[src/rtl/hazard_pkg.sv]
// Shared types and constants for the hazard/bypass scoreboard: the per-stage
// destination entry, the regfile select code and the bubble entry.
package hazard_pkg;

  // Widest register index an entry can hold; narrower indices are zero-extended.
  localparam int RD_W = 8;

  localparam int SEL_REGFILE = 0;

  typedef struct packed {
    logic            valid;
    logic [RD_W-1:0] rd;
    logic            we;
    logic            is_load;
  } entry_t;

  localparam entry_t BUBBLE = '0;

  // Only live, writing, non-r0 entries can produce a hazard.
  function automatic logic entry_matches(entry_t e, logic [RD_W-1:0] src);
    return e.valid && e.we && (e.rd != '0) && (e.rd == src);
  endfunction

endpackage : hazard_pkg

[src/rtl/hazard_scoreboard_if.sv]
// Decode-side interface of the hazard scoreboard: the pipeline (master)
// presents decode info, flush and hold; the scoreboard (slave) returns stall and bypass selects.
interface hazard_scoreboard_if #(
  parameter int REG_BITS = 5,
  parameter int DEPTH    = 3
);
  localparam int SELW = $clog2(DEPTH + 1);

  logic                id_valid;
  logic [REG_BITS-1:0] id_rs;
  logic [REG_BITS-1:0] id_rt;
  logic                id_rs_used;
  logic                id_rt_used;
  logic [REG_BITS-1:0] id_rd;
  logic                id_we;
  logic                id_is_load;
  logic                flush;
  logic                hold;
  logic                stall;
  logic [SELW-1:0]     byp_a;
  logic [SELW-1:0]     byp_b;
  logic [31:0]         stall_cnt;
  logic [31:0]         flush_cnt;

  modport master (
    output id_valid, id_rs, id_rt, id_rs_used, id_rt_used,
           id_rd, id_we, id_is_load, flush, hold,
    input  stall, byp_a, byp_b, stall_cnt, flush_cnt
  );

  modport slave (
    input  id_valid, id_rs, id_rt, id_rs_used, id_rt_used,
           id_rd, id_we, id_is_load, flush, hold,
    output stall, byp_a, byp_b, stall_cnt, flush_cnt
  );

endinterface : hazard_scoreboard_if

[src/rtl/hazard_match.sv]
// Youngest-match priority encoder: returns k+1 for the smallest k whose entry
// writes the requested source register, plus whether that producer is a load.
module hazard_match
  import hazard_pkg::*;
#(
  parameter int DEPTH = 3
) (
  input  entry_t [DEPTH-1:0]              entries,
  input  logic   [RD_W-1:0]               src,
  input  logic                            used,
  output logic   [$clog2(DEPTH+1)-1:0]    sel,
  output logic                            is_load
);

  localparam int SELW = $clog2(DEPTH + 1);

  // NOTE: every output gets a default before the search, so no path through
  // this block leaves a value held and no latch is inferred.
  always_comb begin
    sel     = SELW'(SEL_REGFILE);
    is_load = 1'b0;
    if (used) begin
      // Walk oldest to youngest so the youngest match overwrites older ones.
      for (int k = DEPTH - 1; k >= 0; k--) begin
        if (entry_matches(entries[k], src)) begin
          sel     = SELW'(k + 1);
          is_load = entries[k].is_load;
        end
      end
    end
  end

endmodule : hazard_match

[src/rtl/hazard_scoreboard.sv]
// Hazard/bypass controller: DEPTH-entry destination scoreboard shifting with the
// pipeline; reset is asynchronous active-low. Counters built only with HAZARD_PERF_EN.
module hazard_scoreboard
  import hazard_pkg::*;
#(
  parameter int REG_BITS   = 5,
  parameter int DEPTH      = 3,
  parameter int LOAD_STAGE = 2
) (
  input logic                 clock,
  input logic                 reset,
  hazard_scoreboard_if.slave  bus
);

  localparam int SELW = $clog2(DEPTH + 1);

  entry_t [DEPTH-1:0] entries;
  logic [SELW-1:0]    sel_a, sel_b;
  logic [SELW-1:0]    byp_a_q, byp_b_q;
  logic               ld_a, ld_b;
  logic               load_use;
  logic [REG_BITS-1:0] rs_idx, rt_idx, rd_idx;

  assign rs_idx = bus.id_rs;
  assign rt_idx = bus.id_rt;
  assign rd_idx = bus.id_rd;

  hazard_match #(.DEPTH(DEPTH)) u_match_a (
    .entries (entries),
    .src     (RD_W'(rs_idx)),
    .used    (bus.id_rs_used),
    .sel     (sel_a),
    .is_load (ld_a)
  );

  hazard_match #(.DEPTH(DEPTH)) u_match_b (
    .entries (entries),
    .src     (RD_W'(rt_idx)),
    .used    (bus.id_rt_used),
    .sel     (sel_b),
    .is_load (ld_b)
  );

  // A load whose data is not yet forwardable from its current stage forces a bubble.
  always_comb begin
    load_use = reset && bus.id_valid && !bus.flush && !bus.hold &&
               ((ld_a && (int'(sel_a) < LOAD_STAGE)) ||
                (ld_b && (int'(sel_b) < LOAD_STAGE)));
  end

  // Hold freezes PC and F/D as well; reset overrides everything.
  assign bus.stall = reset && (bus.hold || load_use);
  assign bus.byp_a = byp_a_q;
  assign bus.byp_b = byp_b_q;

  // NOTE: the entry array is reset like any other state; stale valid bits after
  // reset would otherwise raise phantom hazards and bypasses.
  // NOTE: non-blocking assignments throughout, so the shift reads pre-edge entries.
  always_ff @(posedge clock or negedge reset) begin
    if (!reset) begin
      entries <= '0;
      byp_a_q <= SELW'(SEL_REGFILE);
      byp_b_q <= SELW'(SEL_REGFILE);
    end else if (!bus.hold) begin
      for (int i = DEPTH - 1; i > 0; i--) begin
        entries[i] <= entries[i-1];
      end
      if (bus.flush || load_use) begin
        entries[0] <= BUBBLE;
        byp_a_q    <= SELW'(SEL_REGFILE);
        byp_b_q    <= SELW'(SEL_REGFILE);
      end else begin
        entries[0] <= '{valid:   bus.id_valid,
                        rd:      RD_W'(rd_idx),
                        we:      bus.id_we,
                        is_load: bus.id_is_load};
        byp_a_q    <= bus.id_valid ? sel_a : SELW'(SEL_REGFILE);
        byp_b_q    <= bus.id_valid ? sel_b : SELW'(SEL_REGFILE);
      end
    end
  end

`ifdef HAZARD_PERF_EN
  logic [31:0] stall_cnt_q, flush_cnt_q;

  always_ff @(posedge clock or negedge reset) begin
    if (!reset) begin
      stall_cnt_q <= '0;
      flush_cnt_q <= '0;
    end else begin
      if (load_use)                stall_cnt_q <= stall_cnt_q + 32'd1;
      if (bus.flush && !bus.hold)  flush_cnt_q <= flush_cnt_q + 32'd1;
    end
  end

  assign bus.stall_cnt = stall_cnt_q;
  assign bus.flush_cnt = flush_cnt_q;
`else
  assign bus.stall_cnt = '0;
  assign bus.flush_cnt = '0;
`endif

endmodule : hazard_scoreboard

[src/flat_wrapper.sv]
// flat-port wrapper written by rule: the top's interface ports become plain ports
module hazard_scoreboard_flat import hazard_pkg::*;
#(
  parameter int REG_BITS   = 5,
  parameter int DEPTH      = 3,
  parameter int LOAD_STAGE = 2
)
  (clock, reset, bus_id_valid, bus_id_rs, bus_id_rt, bus_id_rs_used, bus_id_rt_used, bus_id_rd, bus_id_we, bus_id_is_load, bus_flush, bus_hold, bus_stall, bus_byp_a, bus_byp_b, bus_stall_cnt, bus_flush_cnt);
  hazard_scoreboard_if #(.REG_BITS(REG_BITS), .DEPTH(DEPTH)) bus_i ();
  input logic clock;
  input logic reset;
  input wire logic [$bits(bus_i.id_valid)-1:0] bus_id_valid;
  input wire logic [$bits(bus_i.id_rs)-1:0] bus_id_rs;
  input wire logic [$bits(bus_i.id_rt)-1:0] bus_id_rt;
  input wire logic [$bits(bus_i.id_rs_used)-1:0] bus_id_rs_used;
  input wire logic [$bits(bus_i.id_rt_used)-1:0] bus_id_rt_used;
  input wire logic [$bits(bus_i.id_rd)-1:0] bus_id_rd;
  input wire logic [$bits(bus_i.id_we)-1:0] bus_id_we;
  input wire logic [$bits(bus_i.id_is_load)-1:0] bus_id_is_load;
  input wire logic [$bits(bus_i.flush)-1:0] bus_flush;
  input wire logic [$bits(bus_i.hold)-1:0] bus_hold;
  output wire logic [$bits(bus_i.stall)-1:0] bus_stall;
  output wire logic [$bits(bus_i.byp_a)-1:0] bus_byp_a;
  output wire logic [$bits(bus_i.byp_b)-1:0] bus_byp_b;
  output wire logic [$bits(bus_i.stall_cnt)-1:0] bus_stall_cnt;
  output wire logic [$bits(bus_i.flush_cnt)-1:0] bus_flush_cnt;
  assign bus_i.id_valid = bus_id_valid;
  assign bus_i.id_rs = bus_id_rs;
  assign bus_i.id_rt = bus_id_rt;
  assign bus_i.id_rs_used = bus_id_rs_used;
  assign bus_i.id_rt_used = bus_id_rt_used;
  assign bus_i.id_rd = bus_id_rd;
  assign bus_i.id_we = bus_id_we;
  assign bus_i.id_is_load = bus_id_is_load;
  assign bus_i.flush = bus_flush;
  assign bus_i.hold = bus_hold;
  assign bus_stall = bus_i.stall;
  assign bus_byp_a = bus_i.byp_a;
  assign bus_byp_b = bus_i.byp_b;
  assign bus_stall_cnt = bus_i.stall_cnt;
  assign bus_flush_cnt = bus_i.flush_cnt;
  hazard_scoreboard #(.REG_BITS(REG_BITS), .DEPTH(DEPTH), .LOAD_STAGE(LOAD_STAGE)) u_core (.clock(clock), .reset(reset), .bus(bus_i));
endmodule
[config.mk]
export PLATFORM = sky130hd
export DESIGN_NAME = hazard_scoreboard_flat
export DESIGN_NICKNAME = d
export VERILOG_FILES = /design/src/rtl/hazard_pkg.sv /design/src/rtl/hazard_scoreboard_if.sv /design/src/rtl/hazard_match.sv /design/src/rtl/hazard_scoreboard.sv /design/src/flat_wrapper.sv
export SDC_FILE = /design/constraint.sdc
export NUM_CORES = 1
export LEC_CHECK = 0
export ABC_AREA = 1
export CAP_MARGIN = 10
export CORE_UTILIZATION = 45
export DETAILED_ROUTE_END_ITERATION = 8
export PLACE_DENSITY = 0.82
export REMOVE_ABC_BUFFERS = 1
export SETUP_SLACK_MARGIN = 0.3
export SYNTH_ARGS = -nofsm -noshare
export SYNTH_HDL_FRONTEND = slang
export SYNTH_SLANG_ARGS = --single-unit
[constraint.sdc]
create_clock -name clock -period 1.8 [get_ports clock]
set_input_delay 0.18 -clock clock [delete_from_list [all_inputs] [get_ports clock]]
set_output_delay 0.18 -clock clock [all_outputs]
set_load 0.02 [all_outputs]
Word level (Yosys, flattened, before mapping)
Cells that the tools add are included.

Register bits after elaboration: 37. Output and inout bits: 69. Logic and storage cells: 70.

Order comparisons: 2. Equal/unequal tests: 6. Mux-type cells: 21. Reduce and logical (&&, ||, !) cells: 27.

Operators with widths (count): 8-bit by 5-bit == test with 1-bit output (6); 2-bit 2-to-1 mux (12); 8-bit nonzero test (3); 1-bit logical AND (19); 11-bit 2-to-1 mux (1); 1-bit 2-to-1 mux (8); 2-bit less-than comparator (second input constant) (2); 1-bit logical OR (3); 1-bit zero test (2).

Depth between registers and ports, before layout
Depth after elaboration: 13. Mapped depth: 17. Depth with buffers taken out: 15.

Modules after synthesis
Synthesis repeated with hierarchy kept, for this count alone.

Cell total of the unflattened synthesis: 452. Area total of the unflattened synthesis: 2846.5 um^2.

Modules (own cells, without submodules): hazard_scoreboard (instances 1, cells each 190, area an instance 1652.8 um^2); hazard_match (instances 2, cells each 131, area an instance 596.8 um^2).

Least setup slack after synthesis
No wires, ideal clock.

Kind: reg2out. From: register u_core.entries[3] (netlist name). To: output bus_stall. Arrival time: 1550 ps. Data required time: 1620 ps. Slack: 70 ps. Stages on the path, launching flop included: 14. Path buffers: 2. Cell sequence: dfrtp_1 > buf_4 > nor2_1 > nand3_1 > nand2_2 > inv_1 > nand4_1 > nand2_1 > a21oi_2 > nand2_1 > nand2_1 > nand2_2 > buf_6 > a21oi_4.

Word-level cells in the longest chain between the ends: 11.

Ends and longest elaborated chain: 8-bit nonzero test (line hazard_pkg.sv:21) `return e.valid && e.we && (e.rd != '0) && (e.rd == src);`; 1-bit logical AND (2 in series) (line hazard_pkg.sv:21); 2-bit 2-to-1 mux (line hazard_match.sv:25) `if (entry_matches(entries[k], src)) begin`; 2-bit 2-to-1 mux (line hazard_match.sv:22) `if (used) begin`; 2-bit less-than comparator, on equally long branches (line hazard_scoreboard.sv:47, hazard_scoreboard.sv:48); 1-bit logical AND, on equally long branches (line hazard_scoreboard.sv:47, hazard_scoreboard.sv:48); 1-bit logical OR (*) (line hazard_scoreboard.sv:47) `((ld_a && (int'(sel_a) < LOAD_STAGE)) ||`; 1-bit logical AND (*) (line hazard_scoreboard.sv:46) `load_use = reset && bus.id_valid && !bus.flush && !bus.hold &&`; 1-bit logical OR (*) (line hazard_scoreboard.sv:52) `assign bus.stall = reset && (bus.hold || load_use);`; 1-bit logical AND (*) (line hazard_scoreboard.sv:52); end: declaration (line flat_wrapper.sv:22) `output wire logic [$bits(bus_i.stall)-1:0] bus_stall;`.

Every way passes the cells marked *; elsewhere a longest branch is shown, timed or not.

Final worst setup path
From: register u_core.entries[13] (netlist name). To: output bus_stall.

Word-level cells in the longest chain between the ends: 12.

Ends and longest elaborated chain (line): 8-bit nonzero test (hazard_pkg.sv:21); 1-bit logical AND (2 in series) (hazard_pkg.sv:21); 2-bit 2-to-1 mux (2 in series) (hazard_match.sv:25); 2-bit 2-to-1 mux (hazard_match.sv:22); 2-bit less-than comparator, on equally long branches (hazard_scoreboard.sv:47, hazard_scoreboard.sv:48); 1-bit logical AND, on equally long branches (hazard_scoreboard.sv:47, hazard_scoreboard.sv:48); 1-bit logical OR (*) (hazard_scoreboard.sv:47); 1-bit logical AND (*) (hazard_scoreboard.sv:46); 1-bit logical OR (*) (hazard_scoreboard.sv:52); 1-bit logical AND (*) (hazard_scoreboard.sv:52).

Marks and branches as above.

==> flow_summary.yaml <==
outcome:
  status: "finished with violations"
  violations: "setup timing"
drt:
  routed_via_density: 4.357
  final_antenna_net_count: 0
  wl_per_cell_um: 10.66
  drc: 0
  wirelength_mm: 5.158
  vias: 2109
  firstDrtPassIters: 5
  first_iter_violations: 102
clocking:
  cts_max_path_buffers: 2
  htreeDepth: 1
  clockRootBuffer: "clkbuf_8"
  clk-insertion-delay-late_ns: 0.27
  clkSlewWorstSetupHoldPaths_ns: 0.09
  hold_buffers: 0
  cts_tree: "yes"
  numCtsBuffers: 3
  cts.sinks: 28
timing:
  fin_tns_setup_ns: -1.655
  fin_crit_ns: 2.149
  fin_crit_sh_pct: 119.4
  worst_slack_ns: -0.3492
  relSlewSlack_pct: 56.34
  finalClockSkew_ns: 0.004677
  fmax_mhz: 465.3
  rsz0062_at_grt: "true"
  tightest_slew_ns: 0.6524
  final-setup-viol-count: 13
  slew_violations: 0
  hold_viol: 0
synth:
  async_reset_ff_share_pct: 100.0
  yosysWarnings: 0
  ys_seq_area_share_pct: 28.88
  synth_edf_count: 0
  yosys-top-cells-area: "dfrtp_1 (29%), buf_4 (20%), nand2_1 (16%)"
  post_synth_instance_area_mm2: 0.002426
  ys_ff_latch: 28
  yosys.area.top_type: "dfrtp_1"
  ys_dominant_reg_cell: "dfrtp_1"
  synth.distinct_cells: 27
  synth_area_per_cell_um2: 6.758
  netlist.area_leader.share_pct: 28.88
  netlist_instances: 359
floorplan:
  die_h_um: 75.43
  pin_count: 93
  die-area_mm2: 0.005689
  die_w_um: 75.43
  initial_core_util_pct: 47.20
  core-area_mm2: 0.005140
  rows: 26
setup_path:
  arrival_ns: 1.97
  required_ns: 1.62
  max_stage_delay_ns: 0.45
  critPathMaxFanout: 4
  r2r_start: "u_core.entries[13]"
  path_class: "register to output port"
  path_common_cell: "nand2_1"
  crit_path_start: "u_core.entries[13]"
  start_kind: "register"
  slowest_stage: "dfrtp_2"
  r2r_cells: 14
  cp_top_family: "simple AND/OR/NAND/NOR gates"
  path_cells: "buf_4 > xnor2_2 > nand2_1 > nor2_2 > nand3_2 > nand2_1 > a21oi_1 > nand2_1 > nand2_2 > nand2_4 > a21oi_4 > buf_6"
  cp_num_buf_inv: 2
  critPathCaptureType: "output port"
  crit_cells: 12
power:
  ir_drop_mv: 0.2981
  leakagePower_nw: 1.602
  p_seq_share_pct: 45.1
  p_sw_uw: 605.9
  p_comb_share_pct: 34.3
  power_mw: 1.653
  p_per_area_mw_per_mm2: 573.9
  p_clk_share_pct: 20.7
  swShare_pct: 36.65
  intPower_mw: 1.047
placed_design:
  place_area_mm2: 0.002703
  place_congestion: 0.9300
  dp_hpwl_mm: 3.912
  port_buffers: 28
flow_run:
  cap_violations: 0
global_route:
  antenna_found_initial: 0
  grt.total_usage_pct: 19.05
  grt_pass1_vias: 1819
  grt_max_degree: 39
  grt_pass1_wl_mm: 8.183
  overflow: 0
final_layout:
  final_cell_mix: "nand2_1 (101), conb_1 (64), buf_4 (34)"
  layout_commonest_cell: "nand2_1"
  area_growth_pct: 18.72
  drive_gt1_share_pct: 20.53
  nNetsFinal: 440
  n_fill_cell: 485
  final_area_mm2: 0.002880
  antenna_cells: 0
min_path:
  hold_class: "primary input to asynchronous set/reset pin"
==> flip-flops by register name, indices dropped and copies added, names as in the netlist <==
name              flops
u_core.bus.byp_a      2
u_core.bus.byp_b      2
u_core.entries       24
==> power groups by stage <==
stage	registers (mW)	clock network, mW	logic (mW)
global placement	0.750	0	0.527
finish	0.745	0.341	0.566
CTS	0.744	0.355	0.542
global route	0.754	0.379	0.640
floorplan	0.738	0	0.333
detailed placement	0.754	0	0.537
==> final cells by class <==
type | instances | area (µm²) | share of cell area, %
multi-input combinational | 281 | 1348 | 46.79
timing repair buffer | 63 | 548.0 | 19.03
inverter | 39 | 146.4 | 5.083
sequential | 28 | 709.4 | 24.63
clock buffer | 3 | 41.29 | 1.434
tap | 70 | 87.58 | 3.041
==> kinds of logic after synthesis <==
kind of cell,synth area share (%)
compound gates,4.332
xor+xnor,6.859
buf+inv,28.21
flops,28.88
other cells,0.1546
simple gates,31.56
==> metal layers <==
metal / GRT usage [%] / part of all wire, % / vias to the layer above
met3: 2.116 / 4.3 / 10
met2: 31.94 / 49 / 82
met4: 4.733 / 1.2 / 0
met5: 0 / 0 / -
met1: 26.32 / 45 / 948
li1: - / - / 1069
==> what timing repair did <==
item / in CTS / in global routing
setup endpoints to repair: 13 / 13
setup buffers: 1 / 5
pin swaps: 5 / 11
gates cloned: 0 / 1
gates resized for setup: 20 / 22
==> final timing paths <==
check	to	slack, ns
setup / recovery	bus_stall	-0.35
max in group asynchronous	u_core.entries[25]	1.20
setup reg to reg	u_core.entries[1]	-0.18
hold reg to reg	u_core.bus.byp_a[0]	0.49
min in group clock	u_core.entries[5]	0.45
hold / removal	u_core.entries[3]	0.32
==> cells in the mapped netlist, drive strengths merged, types with 3 or more instances <==
cell type / count
o21ai: 13
dfrtp: 28
a21oi: 5
nor3: 3
inv: 39
nor2: 33
buf: 70
nand4: 3
xnor2: 9
nand3: 26
nand2: 111
xor2: 10
clkbuf: 4
==> stage by stage <==
stage               std cells  worst slack (ns)  hold slack [ns]  util, %
floorplan                 348            0.1297          -0.1156        -
global placement          474           -0.8255           0.4601    52.58
detailed placement        474           -0.8284           0.4747    52.58
CTS                       478           -0.3117           0.3238    53.92
global route              484           -0.5031           0.3524    56.04
finish                    484           -0.3492           0.3171    56.04
Note: power is estimated with default switching activity, not from simulation.
